==> src/rtl/cga_pkg.sv <==
// Shared types for the CGA video-RAM arbiter: FSM states, posted-write entry,
// default framebuffer window base.
package cga_pkg;

    // bus_a[19:15] value selecting the B8000-BFFFF framebuffer window
    localparam logic [4:0] CGA_FB_BASE = 5'h17;

    typedef enum logic [2:0] {
        IDLE,
        WR_FULL,
        RD_WAIT,
        RD_ISSUE,
        RD_DATA,
        RD_HOLD
    } cga_state_t;

    typedef struct packed {
        logic [18:0] addr;
        logic [7:0]  data;
    } cga_wr_entry_t;

endpackage

==> src/rtl/cga_vram_arbiter_if.sv <==
// ISA memory-cycle signals seen by the video-RAM arbiter.
// master = ISA/CPU side, slave = arbiter.
interface cga_vram_arbiter_if;
    logic [19:0] bus_a;
    logic        bus_memr_l;
    logic        bus_memw_l;
    logic [7:0]  bus_d;
    logic [7:0]  bus_out;
    logic        bus_dir;
    logic        bus_rdy;

    modport master (
        output bus_a, bus_memr_l, bus_memw_l, bus_d,
        input  bus_out, bus_dir, bus_rdy
    );

    modport slave (
        input  bus_a, bus_memr_l, bus_memw_l, bus_d,
        output bus_out, bus_dir, bus_rdy
    );
endinterface

==> src/rtl/cga_wr_fifo.sv <==
// Posted-write FIFO for CPU writes into video RAM. DEPTH must be a power of
// two so the pointers wrap naturally; count is one bit wider than the pointers.
module cga_wr_fifo
    import cga_pkg::*;
#(
    parameter int DEPTH = 4
) (
    input  logic                   clk,
    input  logic                   reset,
    input  logic                   push,
    input  cga_wr_entry_t          push_entry,
    input  logic                   pop,
    output cga_wr_entry_t          head,
    output logic                   full,
    output logic                   empty,
    output logic [$clog2(DEPTH):0] count
);
    localparam int PW = $clog2(DEPTH);
    localparam logic [PW:0] DEPTH_C = DEPTH[PW:0];

    cga_wr_entry_t mem [DEPTH];
    logic [PW-1:0] wr_ptr;
    logic [PW-1:0] rd_ptr;

    // entry storage, no reset needed
    always_ff @(posedge clk) begin
        if (push) begin
            mem[wr_ptr] <= push_entry;
        end
    end

    // pointers and occupancy; simultaneous push and pop leave count unchanged
    always_ff @(posedge clk) begin
        if (reset) begin
            wr_ptr <= '0;
            rd_ptr <= '0;
            count  <= '0;
        end else begin
            if (push) begin
                wr_ptr <= wr_ptr + 1'b1;
            end
            if (pop) begin
                rd_ptr <= rd_ptr + 1'b1;
            end
            count <= count + {{PW{1'b0}}, push} - {{PW{1'b0}}, pop};
        end
    end

    assign head  = mem[rd_ptr];
    assign full  = (count == DEPTH_C);
    assign empty = (count == '0);
endmodule

==> src/rtl/cga_vram_arbiter.sv <==
// Arbitrates the single CGA/Tandy video SRAM between video fetch slots and
// ISA CPU cycles. CPU writes are posted into a FIFO and drained in non-video
// slots; CPU reads wait for the FIFO to drain and for a free slot.
// Build option CGA_SNOW_EN: FIFO drains may steal video slots and the video
// path then sees the written byte (original CGA snow).
//
// state    | meaning
// IDLE     | waiting for an in-window strobe edge
// WR_FULL  | write latched, FIFO full, holding ISA in wait states
// RD_WAIT  | read latched, waiting for empty FIFO and a free slot
// RD_ISSUE | driving the read address in the next free slot
// RD_DATA  | SRAM data returning, captured into bus_out
// RD_HOLD  | bus_out held until the read strobe goes away
module cga_vram_arbiter
    import cga_pkg::*;
#(
    parameter logic [4:0] FB_BASE     = CGA_FB_BASE,
    parameter int         FIFO_DEPTH  = 4,
    parameter int         SYNC_STAGES = 2
) (
    input  logic                     clk,
    input  logic                     reset,
    cga_vram_arbiter_if.slave        isa,
    input  logic                     vid_read,
    input  logic [18:0]              vid_addr,
    output logic [7:0]               vid_data,
    output logic [18:0]              ram_a,
    input  logic [7:0]               ram_d_in,
    output logic [7:0]               ram_d_out,
    output logic                     ram_we_l
);
    cga_state_t    state, state_n;
    logic [SYNC_STAGES-1:0] memr_sync, memw_sync;
    logic          memr_q, memw_q;
    logic          memr_s, memw_s;
    logic          rd_fall, wr_fall, hit;
    logic [18:0]   cpu_addr, cpu_addr_q;
    logic [7:0]    wr_data_q, bus_out_q;
    logic [18:0]   ram_a_q;
    logic [7:0]    ram_d_q;
    logic          latch_req, rd_issue, capture;
    logic          fifo_push, fifo_pop, fifo_full, fifo_empty;
    cga_wr_entry_t push_entry, fifo_head;
    logic [$clog2(FIFO_DEPTH):0] fifo_count;

    assign hit      = (isa.bus_a[19:15] == FB_BASE);
    assign cpu_addr = {4'h0, isa.bus_a[14:0]};
    assign memr_s   = memr_sync[SYNC_STAGES-1];
    assign memw_s   = memw_sync[SYNC_STAGES-1];
    assign rd_fall  = memr_q & ~memr_s;
    assign wr_fall  = memw_q & ~memw_s;

    // strobe synchronisers plus previous-value flops for edge detection
    always_ff @(posedge clk) begin
        if (reset) begin
            memr_sync <= '1;
            memw_sync <= '1;
            memr_q    <= 1'b1;
            memw_q    <= 1'b1;
        end else begin
            memr_sync[0] <= isa.bus_memr_l;
            memw_sync[0] <= isa.bus_memw_l;
            for (int i = 1; i < SYNC_STAGES; i++) begin
                memr_sync[i] <= memr_sync[i-1];
                memw_sync[i] <= memw_sync[i-1];
            end
            memr_q <= memr_s;
            memw_q <= memw_s;
        end
    end

    // FSM state, latched CPU request and read-data register
    always_ff @(posedge clk) begin
        if (reset) begin
            state      <= IDLE;
            cpu_addr_q <= '0;
            wr_data_q  <= '0;
            bus_out_q  <= '0;
        end else begin
            state <= state_n;
            if (latch_req) begin
                cpu_addr_q <= cpu_addr;
                wr_data_q  <= isa.bus_d;
            end
            if (capture) begin
                bus_out_q <= ram_d_in;
            end
        end
    end

    // next-state and per-cycle FSM actions
    always_comb begin
        state_n    = state;
        latch_req  = 1'b0;
        fifo_push  = 1'b0;
        rd_issue   = 1'b0;
        capture    = 1'b0;
        push_entry = {cpu_addr, isa.bus_d};
        case (state)
            IDLE: begin
                if (wr_fall && hit) begin
                    if (!fifo_full) begin
                        fifo_push = 1'b1;
                    end else begin
                        latch_req = 1'b1;
                        state_n   = WR_FULL;
                    end
                end else if (rd_fall && hit) begin
                    latch_req = 1'b1;
                    state_n   = RD_WAIT;
                end
            end
            WR_FULL: begin
                push_entry = {cpu_addr_q, wr_data_q};
                if (!fifo_full || fifo_pop) begin
                    fifo_push = 1'b1;
                    state_n   = IDLE;
                end
            end
            RD_WAIT: begin
                // draining first keeps read-after-write ordering
                if (fifo_count == '0 && !vid_read) begin
                    state_n = RD_ISSUE;
                end
            end
            RD_ISSUE: begin
                if (!vid_read) begin
                    rd_issue = 1'b1;
                    state_n  = RD_DATA;
                end
            end
            RD_DATA: begin
                capture = 1'b1;
                state_n = RD_HOLD;
            end
            RD_HOLD: begin
                if (memr_s) begin
                    state_n = IDLE;
                end
            end
            default: state_n = IDLE;
        endcase
    end

`ifdef CGA_SNOW_EN
    assign fifo_pop = ~reset & ~fifo_empty;
`else
    assign fifo_pop = ~reset & ~fifo_empty & ~vid_read;
`endif

    cga_wr_fifo #(
        .DEPTH(FIFO_DEPTH)
    ) u_wr_fifo (
        .clk        (clk),
        .reset      (reset),
        .push       (fifo_push & ~reset),
        .push_entry (push_entry),
        .pop        (fifo_pop),
        .head       (fifo_head),
        .full       (fifo_full),
        .empty      (fifo_empty),
        .count      (fifo_count)
    );

    // SRAM port mux; fifo_pop already excludes video slots unless snow is built in
    always_comb begin
        ram_a     = ram_a_q;
        ram_d_out = ram_d_q;
        ram_we_l  = 1'b1;
        if (reset) begin
            ram_a     = '0;
            ram_d_out = '0;
        end else if (fifo_pop) begin
            ram_a     = fifo_head.addr;
            ram_d_out = fifo_head.data;
            ram_we_l  = 1'b0;
        end else if (vid_read) begin
            ram_a = vid_addr;
        end else if (rd_issue) begin
            ram_a = cpu_addr_q;
        end
    end

    // last driven SRAM address/data, held through idle slots
    always_ff @(posedge clk) begin
        if (reset) begin
            ram_a_q <= '0;
            ram_d_q <= '0;
        end else begin
            ram_a_q <= ram_a;
            ram_d_q <= ram_d_out;
        end
    end

`ifdef CGA_SNOW_EN
    logic       snow_q;
    logic [7:0] snow_data_q;

    // remember a video slot stolen by a write so the pixel path sees the write data
    always_ff @(posedge clk) begin
        if (reset) begin
            snow_q      <= 1'b0;
            snow_data_q <= '0;
        end else begin
            snow_q      <= fifo_pop & vid_read;
            snow_data_q <= ram_d_out;
        end
    end

    assign vid_data = snow_q ? snow_data_q : ram_d_in;
`else
    assign vid_data = ram_d_in;
`endif

    assign isa.bus_out = bus_out_q;
    assign isa.bus_dir = ~reset & hit & ~isa.bus_memr_l;
    assign isa.bus_rdy = reset | ~(state inside {WR_FULL, RD_WAIT, RD_ISSUE, RD_DATA});
endmodule

==> src/flat_wrapper.sv <==
// flat-port wrapper written by rule: the top's interface ports become plain ports
module cga_vram_arbiter_flat import cga_pkg::*;
#(
    parameter logic [4:0] FB_BASE     = CGA_FB_BASE,
    parameter int         FIFO_DEPTH  = 4,
    parameter int         SYNC_STAGES = 2
)
  (clk, reset, vid_read, vid_addr, vid_data, ram_a, ram_d_in, ram_d_out, ram_we_l, isa_bus_a, isa_bus_memr_l, isa_bus_memw_l, isa_bus_d, isa_bus_out, isa_bus_dir, isa_bus_rdy);
  cga_vram_arbiter_if isa_i ();
  input  logic clk;
  input  logic reset;
  input  logic vid_read;
  input  logic [18:0] vid_addr;
  output logic [7:0] vid_data;
  output logic [18:0] ram_a;
  input  logic [7:0] ram_d_in;
  output logic [7:0] ram_d_out;
  output logic ram_we_l;
  input wire logic [$bits(isa_i.bus_a)-1:0] isa_bus_a;
  input wire logic [$bits(isa_i.bus_memr_l)-1:0] isa_bus_memr_l;
  input wire logic [$bits(isa_i.bus_memw_l)-1:0] isa_bus_memw_l;
  input wire logic [$bits(isa_i.bus_d)-1:0] isa_bus_d;
  output wire logic [$bits(isa_i.bus_out)-1:0] isa_bus_out;
  output wire logic [$bits(isa_i.bus_dir)-1:0] isa_bus_dir;
  output wire logic [$bits(isa_i.bus_rdy)-1:0] isa_bus_rdy;
  assign isa_i.bus_a = isa_bus_a;
  assign isa_i.bus_memr_l = isa_bus_memr_l;
  assign isa_i.bus_memw_l = isa_bus_memw_l;
  assign isa_i.bus_d = isa_bus_d;
  assign isa_bus_out = isa_i.bus_out;
  assign isa_bus_dir = isa_i.bus_dir;
  assign isa_bus_rdy = isa_i.bus_rdy;
  cga_vram_arbiter #(.FB_BASE(FB_BASE), .FIFO_DEPTH(FIFO_DEPTH), .SYNC_STAGES(SYNC_STAGES)) u_core (.clk(clk), .reset(reset), .isa(isa_i), .vid_read(vid_read), .vid_addr(vid_addr), .vid_data(vid_data), .ram_a(ram_a), .ram_d_in(ram_d_in), .ram_d_out(ram_d_out), .ram_we_l(ram_we_l));
endmodule
==> config.mk <==
export PLATFORM = sky130hd
export DESIGN_NAME = cga_vram_arbiter_flat
export DESIGN_NICKNAME = d
export VERILOG_FILES = /design/src/rtl/cga_pkg.sv /design/src/rtl/cga_vram_arbiter_if.sv /design/src/rtl/cga_wr_fifo.sv /design/src/rtl/cga_vram_arbiter.sv /design/src/flat_wrapper.sv
export SDC_FILE = /design/constraint.sdc
export NUM_CORES = 1
export LEC_CHECK = 0
export ABC_AREA = 0
export BUFFER_PORTS_ARGS = -buffer_cell sky130_fd_sc_hd__buf_2
export CAP_MARGIN = 15
export CORE_ASPECT_RATIO = 1.75
export CORE_UTILIZATION = 58
export CTS_CLUSTER_SIZE = 40
export DETAILED_ROUTE_END_ITERATION = 8
export GPL_ROUTABILITY_DRIVEN = 0
export PLACE_DENSITY = 0.8
export SLEW_MARGIN = 20
export SYNTH_ARGS = -nofsm -noshare
export SYNTH_HDL_FRONTEND = slang
export SYNTH_HIERARCHICAL = 1
export SYNTH_SLANG_ARGS = --single-unit
==> constraint.sdc <==
create_clock -name clk -period 3.2 [get_ports clk]
set_clock_uncertainty 0.2 [all_clocks]
set_input_delay 0.48 -clock clk [delete_from_list [all_inputs] [get_ports clk]]
set_output_delay 0.48 -clock clk [all_outputs]
set_load 0.1 [all_outputs]
==> results of run 1 <==
## synthesized netlist by cell type (2+ instances only)
| cell | count | area (sq um) |
|---|---|---|
| nand3b_1 | 2 | 15.0 |
| inv_1 | 8 | 30.0 |
| or2_2 | 7 | 43.8 |
| clkbuf_1 | 20 | 75.1 |
| ha_1 | 6 | 75.1 |
| and2_1 | 5 | 31.3 |
| xnor2_1 | 2 | 17.5 |
| nor2_1 | 60 | 225 |
| nand2b_1 | 6 | 37.5 |
| dfxtp_1 | 76 | 1520 |
| mux4_1 | 7 | 184 |
| nand3_1 | 7 | 35.0 |
| edfxtp_1 | 108 | 3240 |
| nor2b_1 | 5 | 31.3 |
| a21oi_1 | 34 | 170 |
| buf_12 | 2 | 40.0 |
| a22o_1 | 30 | 263 |
| nand2_1 | 33 | 124 |
| mux2_2 | 23 | 259 |
| mux2i_1 | 40 | 400 |
| buf_2 | 8 | 40.0 |
| mux4_2 | 20 | 450 |
| buf_6 | 4 | 45.0 |
| o21ai_0 | 19 | 95.1 |
| buf_4 | 8 | 60.1 |
## flip-flops by register name, indices dropped and copies added, names as in the netlist, named ones only
| signal | flops |
|---|---|
| u_core/state | 3 |
| u_core/u_wr_fifo/count | 3 |
| u_core/u_wr_fifo/mem | 108 |
| u_core/memw_sync | 2 |
| u_core/memr_q | 1 |
| u_core/u_wr_fifo/wr_ptr | 2 |
| u_core/wr_data_q | 8 |
| u_core/memr_sync | 2 |
| u_core/memw_q | 1 |
| u_core/ram_a_q | 19 |
| u_core/u_wr_fifo/rd_ptr | 2 |
| u_core/ram_d_q | 8 |
| u_core/cpu_addr_q | 15 |
| u_core/isa.bus_out | 8 |
## cell families after synthesis
group / after synthesis / share of synthesized area
AO/OA/AOI/OAI: 91 / 0.0771
XOR/XNOR: 3 / 0.00536
adder cells (fa/ha/maj): 7 / 0.0123
buffers and inverters: 50 / 0.0377
flip-flops: 184 / 0.618
multiplexers: 90 / 0.168
other: 1 / 0.000487
AND/OR/NAND/NOR: 134 / 0.0810
## through the flow
stage	area, sq um	utilization
floorplan	7800	-
global placement	8910	0.688
detailed placement	8910	0.688
CTS	9490	0.733
global route	9490	0.733
finish	9490	0.733
## path summary, 6_finish.rpt
kind / start / end / slack, ns / cells after the start
setup / recovery: flop / ram_a[15] / 0.20 / 7
hold / removal: isa_bus_memw_l / u_core/memw_sync[0]$_SDFF_PP1_ / 0.04 / 2
setup reg to reg: u_core/u_wr_fifo/count[1]$_SDFF_PP0_ / u_core/u_wr_fifo/mem[0][24]$_DFFE_PP_ / 0.57 / 8
hold reg to reg: u_core/memr_sync[0]$_SDFF_PP1_ / u_core/memr_sync[1]$_SDFF_PP1_ / 0.23 / 1
## timing repair
item / CTS / global route
resized for setup: 0 / 1
setup endpoints to repair: 0 / 2
setup buffers: 0 / 0
## per-layer routing
| layer | GRT usage | vias up |
|---|---|---|
| met5 | 0 | - |
| met4 | 0.120 | 2 |
| met3 | 0.0576 | 49 |
| met2 | 0.462 | 224 |
| met1 | 0.304 | 2487 |
| li1 | - | 2296 |
## power breakdown
part / leakage (uW) / internal (uW) / switching (uW)
logic: 0.00167 / 685 / 1250
registers: 0.00159 / 2600 / 50.8
clock network: 0.000282 / 1160 / 893
## area by class of cell
class,instances,area [sq um]
clock buffers,19,433
clock inverters,13,148
fillers,844,3450
inverters,8,30.0
multi-input cells,341,2760
flip-flops and latches,184,4770
well taps,171,214
repair buffers,125,1130
==> qor.txt, run 1 <==
# nets final -> 744
Worst path cell trace -> buf_12, mux4_2, nand2b_1, a21oi_1, a21oi_1, nor2_2, buf_12
Yosys reg bits -> 184
Average cell area after synthesis -> 13.8 sq um
Final setup margin -> 0.204 ns
Routed met2 length -> 9.26 mm
Total GRT Usage -> 0.265
Die ar. -> 0.0138 sq mm
Num rows -> 55
Area Overhead vs Synth -> 23.1%
Slew headroom -> 0.605
FFs w/ async S/R, synth -> 0
GR Overflow Total -> 0
DRT Pass-1 Iters -> 5
CP max FO -> 27
CP endpoint kind -> primary output
Drt drc -> 0
Hold Path Class -> input port to flop
WP buf/inv -> 2
Antenna cells -> 0
Initial antenna violation count -> 1
Dpl ws -> 0.412 ns
Post-synth top flop -> edfxtp_1
RSZ-0062 raised after global routing -> no
CTS clock-pin slew for the worst setup and hold paths -> 0.06 ns
Num CTS Buffers -> 17
Slowest stage delay, CP -> 0.54 ns
YS warnings -> 6
Cell Pwr Density -> 699 mW/mm^2
Clk Latency, worst-skew pair -> 0.43 ns
Period minus WS final -> 3.00 ns
Number of global-route vias before repair -> 5,057
Buffers on Ports -> 105
Seq/Total Area, Yosys -> 0.618
Lkg Pwr -> 0.00354 uW
CP max-delay cell -> mux4_2
Worst Path Required -> 2.52 ns
Fin Setup TNS -> 0 ns
Global-route wire length before repair -> 26.2 mm
Synth cell types -> 45
Pin count of the biggest net entering global routing -> 39
DR WL/cell -> 19.7 um
Post-Layout Cell Count -> 861
Mapped Cells -> 560
Io pins -> 106
Die Height -> 154 um
Die width -> 89.1 um
Routed wire length -> 17.0 mm
Startpoint Class -> flop
Fraction of layout cells with a size suffix above 1 -> 0.330
WL met3 -> 1.01 mm
Commonest non-fill, non-tap cell in the layout -> edfxtp_1
Finish-stage setup viols -> 0
VDD IR max -> 0.000563 V
Fin. Hold Viols -> 0
Placed cells -> 829
H-Tree Depth -> 4
Final period util -> 0.936
Critical path data arrival time -> 2.32 ns
Slew Limit Fails -> 0
Top delay family on crit path -> multiplexers
Commonest cells after routing, fill and taps aside -> 108 x edfxtp_1, 77 x buf_2, 74 x dfxtp_1
Total power -> 6630 uW
Crit path kind -> flop to primary output
Max Freq -> 0.334 GHz
DRT met1 WL -> 6.11 mm
Antenna-violating nets left -> 0
CTS Root Cell -> clkbuf_16
CTS tree -> yes
Clock sink count -> 184
Worst Max-Slew Pin Slew -> 0.592 ns
DR iter-0 viols -> 361
Worst hold margin -> 0.0370 ns
Via density -> 5.87
Dpl hpwl -> 10.6 mm
Max Cap Viol -> 0
Initial core utilization -> 0.596
Outcome -> finished, final reports clean
Top sig layer -> met5
Post-CTS Hold Fix Bufs -> 0
Vias -> 5,058
Core Region -> 0.0129 sq mm
Post-synth EDFFs -> 108
CTS Buffer Depth -> 2
Post-synthesis cell area -> 0.00771 sq mm
No activity file was read; power rests on OpenSTA's default activity.
==> inputs of run 2 (changes only) <==
--- a/config.mk
+++ b/config.mk
@@ -9,6 +9,7 @@
 export BUFFER_PORTS_ARGS = -buffer_cell sky130_fd_sc_hd__buf_2
 export CAP_MARGIN = 15
 export CORE_ASPECT_RATIO = 1.75
+export CORE_MARGIN = 2
 export CORE_UTILIZATION = 58
 export CTS_CLUSTER_SIZE = 40
 export DETAILED_ROUTE_END_ITERATION = 8
==> run 2 against run 1 <==
Effect of this change:
- routed wire length down 1.1%
- worst setup slack got worse by 0.039 ns
- final area shrank 0.36%
- global-route usage down 2.0 points
- power decreased by 1.2%
- hold slack gained 0.0052 ns
- sequential share of layout area is 0.22 points higher
- non-clock buffer count decreased by 2
- maximum frequency fell by 1.3%
- critical endpoint is now ram_a[17]
- largest power group unchanged
- highest routed layer is now met4
==> qor.txt, run 2 (synthesis gave the netlist of run 1 again) <==
Final setup margin -> 0.165 ns (was 0.204 ns)
Dpl ws -> 0.398 ns (was 0.412 ns)
Max Freq -> 0.329 GHz (was 0.334 GHz)
Final period util -> 0.949 (was 0.936)
Crit path kind -> flop to primary output (unchanged)
Slew Limit Fails -> 0 (unchanged)
Fin. Hold Viols -> 0 (unchanged)
Routed wire length -> 16.8 mm (was 17.0 mm)
Critical path data arrival time -> 2.36 ns (was 2.32 ns)
Buffers on Ports -> 105 (unchanged)
Hold Path Class -> input port to flop (unchanged)
Antenna cells -> 0 (unchanged)
Post-route cell area -> 0.00946 sq mm (was 0.00949 sq mm)
DRT Pass-1 Iters -> 5 (unchanged)
Die width -> 91.1 um (was 89.1 um)
Worst hold margin -> 0.0423 ns (was 0.0370 ns)
DR WL/cell -> 19.6 um (was 19.7 um)
CP endpoint kind -> primary output (unchanged)
Num CTS Buffers -> 17 (unchanged)
DP Area -> 0.00889 sq mm (was 0.00891 sq mm)
Initial core utilization -> 0.596 (unchanged)
Fraction of layout cells with a size suffix above 1 -> 0.331 (was 0.330)
Core Region -> 0.0129 sq mm (unchanged)
Clock sink count -> 184 (unchanged)
Pin count of the biggest net entering global routing -> 39 (unchanged)
Largest Register -> u_core/u_wr_fifo/mem (unchanged)
Period minus WS final -> 3.04 ns (was 3.00 ns)
CP max FO -> 19 (was 27)
Commonest non-fill, non-tap cell in the layout -> edfxtp_1 (unchanged)
GR Overflow Total -> 0 (unchanged)
Worst Path Required -> 2.52 ns (about the same)
Top Registers -> u_core/u_wr_fifo/mem x108, u_core/ram_a_q x19, u_core/cpu_addr_q x15 (unchanged)
Io pins -> 106 (unchanged)
Number of fill cells -> 841 (was 844)
Startpoint Class -> flop (unchanged)
Lkg Pwr -> 0.00353 uW (was 0.00354 uW)
Largest register FFs -> 108 (unchanged)
Total GRT Usage -> 0.244 (was 0.265)
Commonest cells after routing, fill and taps aside -> 108 x edfxtp_1, 77 x buf_2, 73 x dfxtp_1 (was 108 x edfxtp_1, 77 x buf_2, 74 x dfxtp_1)
Clk Latency, worst-skew pair -> 0.43 ns (about the same)
H-Tree Depth -> 4 (unchanged)
Die Height -> 156 um (was 154 um)
Setup Buffers After CTS -> 0 (unchanged)
Antenna-violating nets left -> 0 (unchanged)
Via density -> 5.84 (was 5.87)
Max Cap Viol -> 0 (unchanged)
CP max-delay cell -> mux4_2 (unchanged)
Drt drc -> 0 (unchanged)
# nets final -> 742 (was 744)
CTS Buffer Depth -> 2 (unchanged)
Area Overhead vs Synth -> 22.7% (was 23.1%)
CTS tree -> yes (unchanged)
Post-CTS Hold Fix Bufs -> 0 (unchanged)
Cell Pwr Density -> 693 mW/mm^2 (was 699 mW/mm^2)
Worst path cell trace -> buf_12, mux4_2, nand2b_1, a21oi_1, a21oi_1, nor2_1, buf_12 (was buf_12, mux4_2, nand2b_1, a21oi_1, a21oi_1, nor2_2, buf_12)
Post-CTS Resized -> 0 (unchanged)
Dpl hpwl -> 10.7 mm (was 10.6 mm)
Global-route wire length before repair -> 26.3 mm (was 26.2 mm)
VDD IR max -> 0.000601 V (was 0.000563 V)
Vias -> 5,019 (was 5,058)
Die ar. -> 0.0143 sq mm (was 0.0138 sq mm)
Final design utilization -> 0.731 (was 0.733)
Slowest stage delay, CP -> 0.51 ns (was 0.54 ns)
CTS clock-pin slew for the worst setup and hold paths -> 0.06 ns (about the same)
Num rows -> 55 (unchanged)
CTS Root Cell -> clkbuf_16 (unchanged)
Post-Layout Cell Count -> 859 (was 861)
R2r setup slk -> 0.48 ns (was 0.57 ns)
DR iter-0 viols -> 381 (was 361)
Placed cells -> 827 (was 829)
RSZ-0062 raised after global routing -> no (unchanged)
Outcome -> finished, final reports clean (unchanged)
Initial antenna violation count -> 0 (was 1)
Finish-stage setup viols -> 0 (unchanged)
Number of global-route vias before repair -> 5,141 (was 5,057)
-- run 2: cell type report --
class	count	area, sq um	share of cell area
flip-flops and latches	184	4770	0.505
multi-input cells	341	2760	0.292
repair buffers	123	1120	0.119
clock buffers	20	468	0.0495
well taps	171	214	0.0226
clock inverters	12	86.3	0.00913
inverters	8	30.0	0.00318
-- run 2: path summary, 6_finish.rpt --
path,startpoint,depth (start not counted),endpoint
worst max-delay path,flop,7,ram_a[17]
worst min register to register,u_core/memw_sync[0]$_SDFF_PP1_,1,u_core/memw_sync[1]$_SDFF_PP1_
worst min-delay path,isa_bus_memw_l,2,u_core/memw_sync[0]$_SDFF_PP1_
worst max register to register,u_core/u_wr_fifo/count[1]$_SDFF_PP0_,9,u_core/u_wr_fifo/count[2]$_SDFF_PP0_
-- run 2: through the flow --
step | power [uW] | TNS [ns]
2_1_floorplan | 4020 | -0.0848
3_3_place_gp | 4570 | 0
3_5_place_dp | 4610 | 0
4_1_cts | 6550 | 0
5_1_grt | 6780 | 0
6_report | 6550 | 0
-- run 2: worst max-delay path: cells and delay by family (launching register included) --
kind	cells	cell delay (ns)
buffers and inverters	2	0.43
muxes	1	0.51
and+or+nand+nor	2	0.23
DFF	1	0.46
AOI/OAI and AO/OA	2	0.29
-- run 2: routing by layer --
metal / part of all wire / GRT usage / vias up
met1: 0.37 / 0.281 / 2473
met2: 0.54 / 0.437 / 228
met4: 0.021 / 0.0974 / 0
met3: 0.064 / 0.0597 / 35
li1: - / - / 2283
met5: 0 / 0 / -
-- run 2: power breakdown --
group / switching (uW) / internal, uW / total, uW
combinational: 1250 / 691 / 1940
clock: 893 / 1070 / 1960
sequential: 56.9 / 2600 / 2650
